===== config.mk =====
export PLATFORM = sky130hd
export DESIGN_NAME = msrv32_load_unit_ctrl_flat
export DESIGN_NICKNAME = d
export VERILOG_FILES = /design/src/rtl/msrv32_load_unit_ctrl_if.sv /design/src/rtl/msrv32_load_unit_ctrl.sv /design/src/flat_wrapper.sv
export SDC_FILE = /design/constraint.sdc
export NUM_CORES = 1
export LEC_CHECK = 0
export BUFFER_PORTS_ARGS = -buffer_cell sky130_fd_sc_hd__buf_2
export CAP_MARGIN = 10
export CORE_MARGIN = 2
export CORE_UTILIZATION = 25
export CTS_CLUSTER_DIAMETER = 50
export CTS_CLUSTER_SIZE = 20
export DETAILED_ROUTE_END_ITERATION = 8
export GPL_TIMING_DRIVEN = 1
export SKIP_LAST_GASP = 1
export SLEW_MARGIN = 5
export SYNTH_ARGS = -nofsm -noshare
export SYNTH_HDL_FRONTEND = slang
export SYNTH_SLANG_ARGS = --single-unit

===== constraint.sdc =====
create_clock -name ms_riscv32_mp_clk_in -period 2.1 [get_ports ms_riscv32_mp_clk_in]
set_input_delay 0.315 -clock ms_riscv32_mp_clk_in [delete_from_list [all_inputs] [get_ports ms_riscv32_mp_clk_in]]
set_output_delay 0.315 -clock ms_riscv32_mp_clk_in [all_outputs]
set_load 0.05 [all_outputs]

===== src/rtl/msrv32_load_unit_ctrl_if.sv =====
// Bundles the load request from the memory stage, the data-bus read
// channel and the load-unit results into one port.
// The master view belongs to the load unit. The slave view belongs to
// whatever drives the requests and answers the bus.
interface msrv32_load_unit_ctrl_if;
    logic        load_req_in;
    logic [1:0]  load_size_in;
    logic        load_unsigned_in;
    logic [31:0] iadder_out_in;
    logic [31:0] ms_riscv32_mp_dmdata_in;
    logic        ms_riscv32_mp_dmdata_valid_in;
    logic [31:0] dmaddr_out;
    logic        dmrd_req_out;
    logic [31:0] lu_output_out;
    logic        lu_valid_out;
    logic        stall_out;
    logic        misaligned_out;
    logic        bus_err_out;

    modport master (
        input  load_req_in,
        input  load_size_in,
        input  load_unsigned_in,
        input  iadder_out_in,
        input  ms_riscv32_mp_dmdata_in,
        input  ms_riscv32_mp_dmdata_valid_in,
        output dmaddr_out,
        output dmrd_req_out,
        output lu_output_out,
        output lu_valid_out,
        output stall_out,
        output misaligned_out,
        output bus_err_out
    );

    modport slave (
        output load_req_in,
        output load_size_in,
        output load_unsigned_in,
        output iadder_out_in,
        output ms_riscv32_mp_dmdata_in,
        output ms_riscv32_mp_dmdata_valid_in,
        input  dmaddr_out,
        input  dmrd_req_out,
        input  lu_output_out,
        input  lu_valid_out,
        input  stall_out,
        input  misaligned_out,
        input  bus_err_out
    );
endinterface


===== src/rtl/msrv32_load_unit_ctrl.sv =====
// Data-memory read side of the msrv32 core.
// It issues a word-aligned read and waits for the bus, with a limit on how
// long it waits. It then extends the addressed byte, half or word and
// registers the result for the writeback selector.
module msrv32_load_unit_ctrl #(
    parameter int unsigned TIMEOUT_CYCLES = 255
) (
    input logic                      ms_riscv32_mp_clk_in,
    input logic                      ms_riscv32_mp_rst_in,
    msrv32_load_unit_ctrl_if.master  lu_bus
);

    typedef enum logic {
        S_IDLE = 1'b0,
        S_WAIT = 1'b1
    } state_t;

    // Last wait cycle: the counter starts at 0 on entry to WAIT.
    localparam logic [7:0] LAST_WAIT = 8'(TIMEOUT_CYCLES - 1);

    state_t      state, next_state;
    logic [7:0]  wait_cnt, wait_cnt_next;
    logic        accept, misalign, capture, timeout;
    logic        addr_misaligned;
    logic [1:0]  lat_offset;
    logic [1:0]  lat_size;
    logic        lat_unsigned;
    logic [7:0]  byte_sel;
    logic [15:0] half_sel;
    logic [31:0] ext_data;
    logic [31:0] dmaddr_q;
    logic [31:0] lu_output_q;
    logic        lu_valid_q;
    logic        misaligned_q;
    logic        bus_err_q;

    // Alignment check on the incoming request.
    // A half needs an even address. A word, or size 11, needs a multiple of four.
    always_comb begin
        addr_misaligned = 1'b0;
        case (lu_bus.load_size_in)
            2'b00:   addr_misaligned = 1'b0;
            2'b01:   addr_misaligned = lu_bus.iadder_out_in[0];
            default: addr_misaligned = (lu_bus.iadder_out_in[1:0] != 2'b00);
        endcase
    end

    // Next state and per-cycle decisions.
    // In WAIT, valid data wins over timeout, and new requests are ignored.
    always_comb begin
        next_state    = state;
        wait_cnt_next = wait_cnt;
        accept        = 1'b0;
        misalign      = 1'b0;
        capture       = 1'b0;
        timeout       = 1'b0;
        case (state)
            S_IDLE: begin
                if (lu_bus.load_req_in) begin
                    if (addr_misaligned) begin
                        misalign = 1'b1;
                    end else begin
                        accept        = 1'b1;
                        next_state    = S_WAIT;
                        wait_cnt_next = 8'd0;
                    end
                end
            end
            S_WAIT: begin
                if (lu_bus.ms_riscv32_mp_dmdata_valid_in) begin
                    capture    = 1'b1;
                    next_state = S_IDLE;
                end else if (wait_cnt == LAST_WAIT) begin
                    timeout    = 1'b1;
                    next_state = S_IDLE;
                end else begin
                    wait_cnt_next = wait_cnt + 8'd1;
                end
            end
            default: next_state = S_IDLE;
        endcase
    end

    // Select the addressed lane of the bus data, using the offset, size and
    // signedness latched at accept time, then extend it.
    always_comb begin
        byte_sel = 8'h00;
        ext_data = 32'h0000_0000;
        case (lat_offset)
            2'b00: byte_sel = lu_bus.ms_riscv32_mp_dmdata_in[7:0];
            2'b01: byte_sel = lu_bus.ms_riscv32_mp_dmdata_in[15:8];
            2'b10: byte_sel = lu_bus.ms_riscv32_mp_dmdata_in[23:16];
            2'b11: byte_sel = lu_bus.ms_riscv32_mp_dmdata_in[31:24];
            default: byte_sel = 8'h00;
        endcase
        half_sel = lat_offset[1] ? lu_bus.ms_riscv32_mp_dmdata_in[31:16]
                                 : lu_bus.ms_riscv32_mp_dmdata_in[15:0];
        case (lat_size)
            2'b00:   ext_data = {{24{~lat_unsigned & byte_sel[7]}}, byte_sel};
            2'b01:   ext_data = {{16{~lat_unsigned & half_sel[15]}}, half_sel};
            default: ext_data = lu_bus.ms_riscv32_mp_dmdata_in;
        endcase
    end

    // State register and wait counter.
    always_ff @(posedge ms_riscv32_mp_clk_in) begin
        if (!ms_riscv32_mp_rst_in) begin
            state    <= S_IDLE;
            wait_cnt <= 8'd0;
        end else begin
            state    <= next_state;
            wait_cnt <= wait_cnt_next;
        end
    end

    // Request latches, the registered result, and the status pulses.
    always_ff @(posedge ms_riscv32_mp_clk_in) begin
        if (!ms_riscv32_mp_rst_in) begin
            dmaddr_q     <= 32'h0000_0000;
            lat_offset   <= 2'b00;
            lat_size     <= 2'b00;
            lat_unsigned <= 1'b0;
            lu_output_q  <= 32'h0000_0000;
            lu_valid_q   <= 1'b0;
            misaligned_q <= 1'b0;
            bus_err_q    <= 1'b0;
        end else begin
            lu_valid_q   <= capture;
            misaligned_q <= misalign;
            bus_err_q    <= timeout;
            if (accept) begin
                dmaddr_q     <= {lu_bus.iadder_out_in[31:2], 2'b00};
                lat_offset   <= lu_bus.iadder_out_in[1:0];
                lat_size     <= lu_bus.load_size_in;
                lat_unsigned <= lu_bus.load_unsigned_in;
            end
            if (capture) begin
                lu_output_q <= ext_data;
            end else if (timeout) begin
                lu_output_q <= 32'h0000_0000;
            end
        end
    end

    assign lu_bus.dmaddr_out     = dmaddr_q;
    assign lu_bus.dmrd_req_out   = (state == S_WAIT);
    assign lu_bus.lu_output_out  = lu_output_q;
    assign lu_bus.lu_valid_out   = lu_valid_q;
    assign lu_bus.misaligned_out = misaligned_q;
    assign lu_bus.bus_err_out    = bus_err_q;
    assign lu_bus.stall_out      = ms_riscv32_mp_rst_in & ((state == S_WAIT) | accept);

endmodule


===== src/flat_wrapper.sv =====
// flat-port wrapper written by rule: the top's interface ports become plain ports
module msrv32_load_unit_ctrl_flat 
#(
    parameter int unsigned TIMEOUT_CYCLES = 255
)
  (ms_riscv32_mp_clk_in, ms_riscv32_mp_rst_in, lu_bus_load_req_in, lu_bus_load_size_in, lu_bus_load_unsigned_in, lu_bus_iadder_out_in, lu_bus_ms_riscv32_mp_dmdata_in, lu_bus_ms_riscv32_mp_dmdata_valid_in, lu_bus_dmaddr_out, lu_bus_dmrd_req_out, lu_bus_lu_output_out, lu_bus_lu_valid_out, lu_bus_stall_out, lu_bus_misaligned_out, lu_bus_bus_err_out);
  msrv32_load_unit_ctrl_if lu_bus_i ();
  input logic ms_riscv32_mp_clk_in;
  input logic ms_riscv32_mp_rst_in;
  input wire logic [$bits(lu_bus_i.load_req_in)-1:0] lu_bus_load_req_in;
  input wire logic [$bits(lu_bus_i.load_size_in)-1:0] lu_bus_load_size_in;
  input wire logic [$bits(lu_bus_i.load_unsigned_in)-1:0] lu_bus_load_unsigned_in;
  input wire logic [$bits(lu_bus_i.iadder_out_in)-1:0] lu_bus_iadder_out_in;
  input wire logic [$bits(lu_bus_i.ms_riscv32_mp_dmdata_in)-1:0] lu_bus_ms_riscv32_mp_dmdata_in;
  input wire logic [$bits(lu_bus_i.ms_riscv32_mp_dmdata_valid_in)-1:0] lu_bus_ms_riscv32_mp_dmdata_valid_in;
  output wire logic [$bits(lu_bus_i.dmaddr_out)-1:0] lu_bus_dmaddr_out;
  output wire logic [$bits(lu_bus_i.dmrd_req_out)-1:0] lu_bus_dmrd_req_out;
  output wire logic [$bits(lu_bus_i.lu_output_out)-1:0] lu_bus_lu_output_out;
  output wire logic [$bits(lu_bus_i.lu_valid_out)-1:0] lu_bus_lu_valid_out;
  output wire logic [$bits(lu_bus_i.stall_out)-1:0] lu_bus_stall_out;
  output wire logic [$bits(lu_bus_i.misaligned_out)-1:0] lu_bus_misaligned_out;
  output wire logic [$bits(lu_bus_i.bus_err_out)-1:0] lu_bus_bus_err_out;
  assign lu_bus_i.load_req_in = lu_bus_load_req_in;
  assign lu_bus_i.load_size_in = lu_bus_load_size_in;
  assign lu_bus_i.load_unsigned_in = lu_bus_load_unsigned_in;
  assign lu_bus_i.iadder_out_in = lu_bus_iadder_out_in;
  assign lu_bus_i.ms_riscv32_mp_dmdata_in = lu_bus_ms_riscv32_mp_dmdata_in;
  assign lu_bus_i.ms_riscv32_mp_dmdata_valid_in = lu_bus_ms_riscv32_mp_dmdata_valid_in;
  assign lu_bus_dmaddr_out = lu_bus_i.dmaddr_out;
  assign lu_bus_dmrd_req_out = lu_bus_i.dmrd_req_out;
  assign lu_bus_lu_output_out = lu_bus_i.lu_output_out;
  assign lu_bus_lu_valid_out = lu_bus_i.lu_valid_out;
  assign lu_bus_stall_out = lu_bus_i.stall_out;
  assign lu_bus_misaligned_out = lu_bus_i.misaligned_out;
  assign lu_bus_bus_err_out = lu_bus_i.bus_err_out;
  msrv32_load_unit_ctrl #(.TIMEOUT_CYCLES(TIMEOUT_CYCLES)) u_core (.ms_riscv32_mp_clk_in(ms_riscv32_mp_clk_in), .ms_riscv32_mp_rst_in(ms_riscv32_mp_rst_in), .lu_bus(lu_bus_i));
endmodule

# After elaboration in Yosys (flattened, before gate mapping)
# Cells that the tools add are included.
[classes]
shift = 0
n_eq_ne = 10
reduce_logical = 7
n_mux = 23
mul = 0
n_lt_le_gt_ge = 0
n_bitwise = 8
addsub = 1
div_mod_pow = 0
[ops]
columns = ["cell", "n"]
rows = [
  ["2-to-1 mux 32 bit", 2],
  ["one-hot mux 32 bit (2 select lines)", 1],
  ["2-to-1 mux 8 bit", 4],
  ["one-hot mux 8 bit (4 select lines)", 1],
  ["2-to-1 mux 16 bit", 1],
  ["one-hot mux 8 bit (2 select lines)", 1],
  ["2-to-1 mux 1 bit", 11],
  ["adder 8 x 1 -> 8 bit, second input constant", 1],
  ["== test 8 bit, second input constant", 1],
  ["!= test 2 bit, second input constant", 4],
  ["== test 2 x 1 -> 1 bit, second input constant", 3],
  ["logical NOT 2 bit", 3],
  ["== test 2 bit, second input constant", 2],
  ["NOT 1 bit", 4],
  ["one-hot mux 1 bit (2 select lines)", 2],
  ["AND reduction 4 bit", 1],
  ["nonzero test 2 bit", 2],
  ["bitwise AND 1 bit", 3],
  ["OR reduction 3 bit", 1],
  ["OR 1 bit", 1],
]
[totals]
latchBits = 0
input_bits = 71
regBits = 79
memories = 0
rom_bits = 0
mem_bits_rw = 0

# Longest topological paths before layout
# Gate-level depths: netlist (run 1).
[depth]
depth_word = 7
depth_mapped = 7
mapped_depth_nobuf = 5

# Worst setup path before layout (run 1)
# Ideal clock, no wire load.
[synth_path]
kind = "register to register"
start = "register u_core.state (netlist: u_core.lu_bus.dmrd_req_out)"
end = "register u_core.lu_output_q[16] (netlist: u_core.lu_bus.lu_output_out[16])"
setup_slack_ns = 0.154
stages_incl_launch_ff = 6
t_arrival_ns = 1.885
cell_sequence = "dfxtp_1 -> nand3_2 -> a211o_1 -> a211oi_2 -> buf_6 -> a221o_1"
[synth_via]
elab_chain_len = 2
[synth_rtl]
columns = ["element", "line_no", "source"]
rows = [
  ["start: declaration", "msrv32_load_unit_ctrl.sv:21", "state_t state, next_state;"],
  ["start signal: assignment", "msrv32_load_unit_ctrl.sv:111", "state <= next_state;"],
  ["2-to-1 mux 1 bit", "msrv32_load_unit_ctrl.sv:57", "case (state)"],
  ["2-to-1 mux 32 bit / nonzero test 2 bit (equally long branches)", "-", ""],
  ["end signal: assignment", "msrv32_load_unit_ctrl.sv:138", "lu_output_q <= ext_data;"],
  ["end: declaration", "msrv32_load_unit_ctrl.sv:32", "logic [31:0] lu_output_q;"],
]
# Parallel ways exist; a longest one is shown, timed or not.
# A chain may end at the register's enable or synchronous reset.

# Final worst setup path (run 1)
[layout_path]
start = "register u_core.wait_cnt[0]"
end = "register u_core.wait_cnt[5]"
[layout_via]
elab_chain_len = 4
[layout_rtl]
columns = ["element", "line_no", "source"]
rows = [
  ["start: declaration", "msrv32_load_unit_ctrl.sv:22", "logic [7:0] wait_cnt, wait_cnt_next;"],
  ["start signal: assignment", "msrv32_load_unit_ctrl.sv:112", "wait_cnt <= wait_cnt_next;"],
  ["adder 8 x 1 -> 8 bit", "msrv32_load_unit_ctrl.sv:77", "wait_cnt_next = wait_cnt + 8'd1;"],
  ["2-to-1 mux 8 bit", "msrv32_load_unit_ctrl.sv:73", "end else if (wait_cnt == LAST_WAIT) begin"],
  ["2-to-1 mux 8 bit", "msrv32_load_unit_ctrl.sv:70", "if (lu_bus.ms_riscv32_mp_dmdata_valid_in) begin"],
  ["one-hot mux 8 bit (2 select lines)", "msrv32_load_unit_ctrl.sv:57", ""],
]
# Parallel ways exist; a longest one is shown, timed or not. The select of a mux whose other input is x is not followed.

==> metrics.yaml, run 1 <==
route:
  postRouteAntennaNets: 0
  first_iter_violations: 299
  drt-total-wl_um: 10440
  viasPerCell: 4.924
  num_vias: 3353
  first_pass_iters: 4
  drc: 0
  wl_per_cell_um: 15.33
yosys:
  syn_inst: 376
  synth-async-reset-ratio_pct: 0
  yosysSeqAreaShare_pct: 45.88
  synthesis.area_um2: 3447
  syn_avg_cell_area_um2: 9.168
  synth.distinct_cells: 42
  ys_seq_elements: 79
  yosysWarnings: 0
  synth_ff_type: "dfxtp_1"
  synth_edf_count: 0
power_and_ir_drop:
  powerDensity_nw_per_um2: 840.7
  p_leak_nw: 1.992
  ir_worst_vdd_uv: 472.7
  p_total_w: 0.003875
clocking:
  cts-resized-gates: 0
  cts_max_level: 3
  clk_transition_reported_paths_ns: 0.06
  numCtsBuffers: 9
  worstSkewPairLatency_ns: 0.34
  clockBufferDepth: 2
  cts_tree: "done"
  cts-root-buf: "clkbuf_16"
  post_cts_buffers: 0
  cts_sinks: 79
  cts_hold_buf: 0
setup_path:
  crit_fanout: 15
  critPathKind: "flop to flop"
  crit_family: "compound AO/OA/AOI/OAI gates"
  cp.arrival_ns: 2.09
  cpMaxStageDelayCell: "dfxtp_1"
  cp-start-kind: "flop"
  slowest_delay_ns: 0.42
  cp_cell_sequence: "inv_1, ha_1, a41o_1, a211oi_1, mux2i_1"
  endpoint_kind: "flop"
  crit_buf_inv: 1
  worst_ep_required_time_ns: 2.37
floorplan:
  initial_utilization_pct: 25.82
  core-area_um2: 13350
  die_height_um: 121.4
  dieArea_um2: 14740
  rows: 42
  chipWidth_um: 121.4
  io_pins: 140
sta:
  finalCriticalPeriod_ns: 1.819
  worst_slew_pin_slew_ns: 0.9073
  setup_tns_ns: 0
  rsz0062_at_grt: "no"
  slew-limit-headroom_pct: 39.51
  finalSetupViolations: 0
  fin_crit_sh_pct: 86.60
  timing.fmax_mhz: 549.9
  skew_ns: 0.007426
  slew_violations: 0
  final_hold_viol_count: 0
finish:
  fin_cells: 681
  fin_nets: 574
  design_area_um2: 4609
  insertedDiodeCount: 0
  drive_above_1_share_pct: 34.85
  area_growth_pct: 33.72
  postLayoutCoreUtil_pct: 34.53
  fill_cells: 1405
grt:
  track_usage_pct: 14.37
  grt_pass1_vias: 3286
  grt_max_degree: 37
  grt_overflow: 0
  grt_antenna_before_repair: 0
  grt_pass1_wl_um: 16500
place:
  io_buffer_count: 137
  gp_congestion: 0.8352
  dp_cells: 666
  hpwl_um: 7513
  dpl_cell_area_um2: 4300
run:
  drv_cap: 0
min_path:
  hp-class: "primary input to flop"
outcome:
  status: "finished, final reports clean"
-- stage by stage --
stage | hold slack (ns) | setup WS [ns]
after global routing | 0.2048 | 0.1345
after detailed placement | 0.4457 | 0.2645
after floorplan | 0.4507 | 0.1544
final | 0.2110 | 0.2813
after global placement | 0.4393 | 0.3457
after CTS | 0.1974 | 0.2798
-- cell usage after synthesis, drive strengths merged (2+ instances only) --
master / number / share of area, %
a41o: 2 / 0.58
a2111oi: 7 / 1.8
buf: 14 / 2.6
nand2: 80 / 8.7
o22ai: 6 / 1.1
o2bb2ai: 8 / 2.0
nand2b: 5 / 0.91
nor2b: 3 / 0.54
nand3: 8 / 1.3
o2111ai: 4 / 1.0
and3: 2 / 0.36
or3: 2 / 0.36
dfxtp: 79 / 46
mux4: 6 / 3.9
mux2i: 9 / 2.6
a21oi: 42 / 6.3
o21ai: 4 / 0.58
nor2: 3 / 0.33
a221o: 30 / 8.7
a211oi: 2 / 0.58
nand4: 2 / 0.36
ha: 2 / 0.73
inv: 12 / 1.3
o311ai: 2 / 0.51
nor3: 7 / 1.0
a2111o: 5 / 1.6
clkbuf: 21 / 2.3
-- path summary, 6_finish.rpt --
| kind | slack, ns | depth (start not counted) | end | from |
|---|---|---|---|---|
| worst max-delay path | 0.28 | 5 | u_core.wait_cnt[5] | u_core.wait_cnt[0] |
| worst min-delay path | 0.21 | 3 | u_core.lu_bus.dmaddr_out[26] | lu_bus_iadder_out_in[26] |
| worst max register to register | 0.28 | 5 | u_core.wait_cnt[5] | u_core.wait_cnt[0] |
| worst min register to register | 0.45 | 2 | u_core.lu_bus.dmaddr_out[21] | u_core.lu_bus.dmaddr_out[21] |
-- power breakdown --
| group | switching (W) | internal (W) | total, W |
|---|---|---|---|
| clock network | 0.000594 | 0.00101 | 0.00161 |
| registers | 0.0000424 | 0.00156 | 0.00161 |
| logic | 0.000457 | 0.000204 | 0.000661 |
-- kinds of logic (layout without fill, tap and decap cells) --
logic type | after synthesis | after routing | share of synthesized area (%)
AOI/OAI and AO/OA | 117 | 117 | 26.03
and+or+nand+nor | 115 | 115 | 14.52
DFF | 79 | 79 | 45.88
buffers and inverters | 47 | 175 | 6.207
muxes | 15 | 15 | 6.534
adders and majority gates | 2 | 2 | 0.7258
other | 1 | 2 | 0.1088
-- flip-flops by register name (all words and copies together), names as in the netlist --
name	cells
u_core.wait_cnt	8
u_core.lu_bus.bus_err_out	1
u_core.lu_bus.misaligned_out	1
u_core.lat_size	2
u_core.lu_bus.lu_valid_out	1
u_core.lat_unsigned	1
u_core.lu_bus.lu_output_out	32
u_core.lu_bus.dmrd_req_out	1
u_core.lat_offset	2
u_core.lu_bus.dmaddr_out	30
-- metal layers --
metal  wire [um]  up-vias  track usage, %
li1            -     1631               -
met1        4560     1547           17.66
met2        4620      158           22.19
met3         980       17           5.686
met4         280        0           6.322
met5           0        -               0
-- tightest hold or removal path: cells and delay by family --
family / cells / cell delay (ns)
buffers and inverters: 1 / 0.09
AO/OA/AOI/OAI: 1 / 0.05
AND/OR/NAND/NOR: 1 / 0.04
-- cell type report --
| class | count | area (um2) | area share [%] |
|---|---|---|---|
| Multi-Input combinational cell | 251 | 1660 | 36.02 |
| Timing Repair Buffer | 148 | 793.3 | 17.21 |
| Sequential cell | 79 | 1582 | 34.31 |
| Tap cell | 176 | 220.2 | 4.777 |
| Clock buffer | 13 | 270.3 | 5.863 |
| Inverter | 12 | 45.04 | 0.9772 |
| Clock inverter | 2 | 38.79 | 0.8415 |
-- layout by cell type (no fill, tap or decap), types with 3 or more instances in the layout --
| cell | instances |
|---|---|
| inv_1 | 12 |
| mux4_2 | 6 |
| buf_4 | 9 |
| nand2_1 | 80 |
| clkbuf_16 | 9 |
| a221o_1 | 30 |
| a2111o_1 | 5 |
| o2111ai_1 | 4 |
| o2bb2ai_1 | 8 |
| nand2b_1 | 5 |
| clkbuf_8 | 3 |
| nand3_1 | 6 |
| o21ai_0 | 3 |
| dfxtp_1 | 79 |
| a21oi_1 | 40 |
| nor2_1 | 3 |
| nor2b_1 | 3 |
| nor3_1 | 7 |
| mux2i_1 | 9 |
| buf_2 | 137 |
| a2111oi_0 | 7 |
| o22ai_1 | 6 |
No activity file was read; power rests on OpenSTA's default activity.
==> run 2, diff against run 1 <==
--- a/config.mk
+++ b/config.mk
@@ -5,10 +5,11 @@
 export SDC_FILE = /design/constraint.sdc
 export NUM_CORES = 1
 export LEC_CHECK = 0
+export ABC_AREA = 1
 export BUFFER_PORTS_ARGS = -buffer_cell sky130_fd_sc_hd__buf_2
 export CAP_MARGIN = 10
 export CORE_MARGIN = 2
-export CORE_UTILIZATION = 25
+export CORE_UTILIZATION = 30
 export CTS_CLUSTER_DIAMETER = 50
 export CTS_CLUSTER_SIZE = 20
 export DETAILED_ROUTE_END_ITERATION = 8
==> metrics.yaml, run 2 <==
clocking:
  post_cts_buffers: 0
  clockBufferDepth: 2
  cts-root-buf: "clkbuf_16"
  numCtsBuffers: 9
  cts_max_level: 3
  cts_tree: "done"
  worstSkewPairLatency_ns: 0.34
  cts_sinks: 79
  clk_transition_reported_paths_ns: 0.06
  cts-resized-gates: 0
  cts_hold_buf: 0
sta:
  timing.hold.ws_ns: 0.1789
  fin_crit_sh_pct: 78.71
  skew_ns: 0.005329
  slew_violations: 0
  rsz0062_at_grt: "no"
  final_hold_viol_count: 0
  finalCriticalPeriod_ns: 1.653
  timing.fmax_mhz: 605.0
  setup_tns_ns: 0
  finalSetupViolations: 0
yosys:
  synth_most_common_cell: "nand2_1"
  yosysSeqAreaShare_pct: 41.95
  synth_top_area_share_pct: 41.95
  synthesis.area_um2: 3770
  syn_inst: 542
  syn_avg_cell_area_um2: 6.955
  synth_area_leader_cell: "dfxtp_1"
  yosysWarnings: 0
  synthTopCellsByCount: "nand2_1 (140), nor2_1 (92), dfxtp_1 (79)"
  synth_ff_type: "dfxtp_1"
  ys_seq_elements: 79
  synth_edf_count: 0
  synth-async-reset-ratio_pct: 0
  synth.distinct_cells: 37
  ys_top_cells_by_area: "dfxtp_1 (42%), nand2_1 (14%), nor2_1 (9.2%), o21ai_0 (4.6%), nand3_1 (4.4%)"
power_and_ir_drop:
  powerDensity_nw_per_um2: 885.8
  ir_worst_vdd_uv: 479.3
  p_leak_nw: 2.475
floorplan:
  initial_utilization_pct: 31.00
  dieArea_um2: 13480
  chipWidth_um: 116.1
  die_height_um: 116.1
  core-area_um2: 12160
  rows: 40
  io_pins: 140
finish:
  drive_above_1_share_pct: 28.99
  fin_nets: 744
  insertedDiodeCount: 0
  area_growth_pct: 30.10
  fill_cells: 1277
  mostFrequentLayoutCells: "nand2_1 (140), buf_2 (137), nor2_1 (91), dfxtp_1 (79), o21ai_0 (35)"
  largest_reg_flops: 32
  postLayoutCoreUtil_pct: 40.33
  fin_cells: 844
  final_common_cell: "nand2_1"
setup_path:
  worst_ep_required_time_ns: 2.38
  endpoint_kind: "flop"
  crit_fanout: 30
  cp.arrival_ns: 1.94
  cp-start-kind: "flop"
  startpoint: "u_core.wait_cnt[0]"
  r2r_slack_ns: 0.45
  reg2reg_from: "u_core.wait_cnt[0]"
  critPathKind: "flop to flop"
grt:
  grt_pass1_vias: 3681
  grt_overflow: 0
  grt_antenna_before_repair: 1
  grt_max_degree: 39
  track_usage_pct: 17.00
  grt_pass1_wl_um: 17770
route:
  first_iter_violations: 267
  postRouteAntennaNets: 0
  first_pass_iters: 4
  viasPerCell: 4.629
  drt-total-wl_um: 11110
  num_vias: 3907
  drc: 0
  wl_per_cell_um: 13.17
place:
  dp_cells: 828
  hpwl_um: 8388
  gp_congestion: 0.9027
  io_buffer_count: 137
min_path:
  min_from: "lu_bus_ms_riscv32_mp_dmdata_valid_in"
  hp-class: "primary input to flop"
run:
  drv_cap: 0
outcome:
  status: "finished, final reports clean"
==> run 2: cell count changes after synthesis, sizes merged, moves of 12 or more <==
| cell | before | now |
|---|---|---|
| a21oi | 42 | 30 |
| a221o | 30 | 0 |
| inv | 12 | 39 |
| nand2 | 80 | 147 |
| nand3 | 8 | 42 |
| nor2 | 3 | 95 |
| o21ai | 4 | 52 |
==> run 2: stage by stage <==
step / worst slack (ns) / cell area, um2 / power [W]
after floorplan: 0.1716 / 3774 / 0.002330
after global placement: 0.3163 / 4557 / 0.002541
after detailed placement: 0.3353 / 4557 / 0.002550
after CTS: 0.4362 / 4905 / 0.004407
after global routing: 0.2450 / 4905 / 0.004553
final: 0.4470 / 4905 / 0.004345
==> run 2: cell families after synthesis <==
kind of cell    count (synthesis)  synth area share, %
simple gates                  297                34.35
compound gates                 93                13.61
flops                          79                41.95
buf+inv                        69                9.094
fa+ha+maj                       2               0.6637
xor+xnor                        1               0.2324
other cells                     1              0.09947
==> run 2: worst paths after layout <==
check / end / depth (start not counted)
max: u_core.lu_bus.lu_output_out[21] / 10
min: u_core.lu_bus.bus_err_out / 2
min reg2reg: u_core.lu_bus.lu_output_out[8] / 2
max reg2reg: u_core.lu_bus.lu_output_out[21] / 10
==> run 2: layer usage <==
layer  part of all wire, %  vias up  global-route usage [%]  routed length (um)
li1                      -     1996                       -                   -
met5                  0.12        -                       0                  13
met2                    43      168                   26.47                4737
met1                    45     1722                   21.75                5047
met4                   2.0        2                   7.143                 217
met3                   9.9       19                   5.553                1098
==> run 2: cell type report <==
type / instances / area, um2 / area share [%]
clock buffers: 11 / 242.7 / 4.949
multi-input cells: 395 / 1852 / 37.76
repair buffers: 146 / 753.2 / 15.36
well taps: 168 / 210.2 / 4.286
inverters: 40 / 160.2 / 3.265
clock inverters: 5 / 105.1 / 2.143
flip-flops and latches: 79 / 1582 / 32.24
==> run 2: power breakdown <==
part | internal [W] | switching (W) | total, W | leakage, nW
clock | 0.00119 | 0.000635 | 0.00183 | 0.162
combinational | 0.000243 | 0.000637 | 0.000880 | 1.67
sequential | 0.00158 | 0.0000543 | 0.00164 | 0.645
==> run 2: worst max-delay path, cell delays in order (launching register included) <==
cell and delay, ns:
dfxtp_1 0.40, inv_1 0.10, ha_1 0.21, nand2_1 0.06, nor2_1 0.05, nand3_1 0.11
nand2_1 0.09, nor2_2 0.08, buf_4 0.30, nand2_1 0.09, nand2_1 0.08
==> run 3, diff against run 2 <==
--- a/config.mk
+++ b/config.mk
@@ -5,7 +5,7 @@
 export SDC_FILE = /design/constraint.sdc
 export NUM_CORES = 1
 export LEC_CHECK = 0
-export ABC_AREA = 1
+export ABC_AREA = 0
 export BUFFER_PORTS_ARGS = -buffer_cell sky130_fd_sc_hd__buf_2
 export CAP_MARGIN = 10
 export CORE_MARGIN = 2
==> constraint.sdc (replaced) <==
create_clock -name ms_riscv32_mp_clk_in -period 1.42 [get_ports ms_riscv32_mp_clk_in]
set_input_delay 0.213 -clock ms_riscv32_mp_clk_in [delete_from_list [all_inputs] [get_ports ms_riscv32_mp_clk_in]]
set_output_delay 0.213 -clock ms_riscv32_mp_clk_in [all_outputs]
set_load 0.05 [all_outputs]
==> metrics.yaml, run 3 (synthesized netlist as in run 1, its figures left out) <==
route:
  wl_per_cell_um: 16.23
  num_vias: 3616
  met3_length_um: 1065
  drt-total-wl_um: 11300
  first_iter_violations: 249
  topRoutingLayerUsed: "met5"
  drc: 0
  postRouteAntennaNets: 0
  route.met2.wl_um: 5249
  first_pass_iters: 7
  wl_met1_um: 4731
  viasPerCell: 5.195
floorplan:
  dieArea_um2: 12360
  core-area_um2: 11320
  io_pins: 140
  initial_utilization_pct: 30.45
  chipWidth_um: 111.2
  rows: 39
  die_height_um: 111.2
sta:
  finalCriticalPeriod_ns: 1.693
  timing.hold.ws_ns: 0.1082
  rsz0062_at_grt: "yes"
  timing.fmax_mhz: 590.6
  final_hold_viol_count: 0
  skew_ns: 0.005878
  setup_tns_ns: -5.700
  finalSetupViolations: 27
  slew_violations: 0
  fin_crit_sh_pct: 119.2
  timing.final.ws_setup_ns: -0.2732
finish:
  fin_cells: 696
  drive_above_1_share_pct: 45.65
  mostFrequentLayoutCells: "buf_2 (136), nand2_1 (80), dfxtp_1 (71), buf_4 (41), a21oi_1 (38)"
  area_growth_pct: 51.03
  largest_reg_flops: 32
  design_area_um2: 5206
  final_common_cell: "buf_2"
  fill_cells: 1091
  fin_nets: 620
grt:
  grt_pass1_wl_um: 17570
  grt_pass1_vias: 3492
  grt_max_degree: 33
  grt_antenna_before_repair: 2
  track_usage_pct: 17.53
  grt_overflow: 0
setup_path:
  critPathKind: "flop to flop"
  endpoint_kind: "flop"
  cp.arrival_ns: 1.92
  cp-start-kind: "flop"
  crit_fanout: 8
  worst_ep_required_time_ns: 1.65
place:
  dp_cells: 668
  io_buffer_count: 137
  hpwl_um: 7766
  dpl_cell_area_um2: 4568
  preCtsSetupSlack_ns: -0.2035
  gp_congestion: 0.8456
clocking:
  numCtsBuffers: 9
  cts_tree: "done"
  cts_max_level: 3
  cts-root-buf: "clkbuf_16"
  clockBufferDepth: 2
  worstSkewPairLatency_ns: 0.34
  clk_transition_reported_paths_ns: 0.06
  cts_sinks: 79
outcome:
  violations: "negative setup slack"
  status: "finished with violations"
power_and_ir_drop:
  powerDensity_nw_per_um2: 1195
  p_leak_nw: 2.284
  ir_worst_vdd_uv: 828.4
min_path:
  hp-class: "primary input to flop"
run:
  drv_cap: 0
-- run 3: final cells by class --
| cell class | count | area (um2) | area share (%) |
|---|---|---|---|
| Tap cell | 143 | 178.9 | 3.437 |
| Timing Repair Buffer | 193 | 1214 | 23.31 |
| Inverter | 12 | 45.04 | 0.8652 |
| Multi-Input combinational cell | 252 | 1823 | 35.02 |
| Clock buffer | 9 | 225.2 | 4.326 |
| Clock inverter | 7 | 118.9 | 2.283 |
| Sequential cell | 79 | 1599 | 30.71 |
| Antenna cell | 1 | 2.502 | 0.04807 |
-- run 3: report_power, final --
part | total (W) | leakage (nW) | switching, W | internal (W)
clock | 0.00270 | 0.170 | 0.000975 | 0.00173
sequential | 0.00237 | 0.647 | 0.0000605 | 0.00231
combinational | 0.00115 | 1.47 | 0.000738 | 0.000411
-- run 3: final timing paths --
path | endpoint | cells past startpoint | slack (ns) | start
max | u_core.lu_bus.lu_output_out[11] | 5 | -0.27 | u_core.lat_offset[1]
min | u_core.lu_bus.dmaddr_out[18] | 3 | 0.11 | lu_bus_iadder_out_in[18]
min reg2reg | u_core.lu_bus.dmaddr_out[25] | 2 | 0.45 | u_core.lu_bus.dmaddr_out[25]
max reg2reg | u_core.lu_bus.lu_output_out[11] | 5 | -0.27 | u_core.lat_offset[1]
-- run 3: worst max-delay path, stage by stage (launching register included) --
cell       delay [ns]
dfxtp_4          0.37
mux4_2           0.57
a21oi_4          0.20
buf_12           0.14
a2111oi_1        0.05
a221o_1          0.26
-- run 3: stage by stage --
step / power, W / utilization, %
finish: 0.006220 / 45.99
global route: 0.006455 / 45.99
CTS: 0.006211 / 44.00
detailed placement: 0.003475 / 40.35
global placement: 0.003460 / 40.35
floorplan: 0.003102 / -
-- run 3: what timing repair did --
item	4_1_cts	5_1_grt
gates resized for setup	15	31
setup buffers	1	8
setup endpoints to repair	42	71
hold buffers	0	0
endpoints found under the hold margin	0	0
pin swaps	2	12
cloned	1	2
-- run 3: metal layers --
metal | up-vias | track usage (%)
met5 | - | 0
met4 | 2 | 6.667
met2 | 161 | 27.64
met1 | 1700 | 21.60
met3 | 15 | 6.889
li1 | 1738 | -
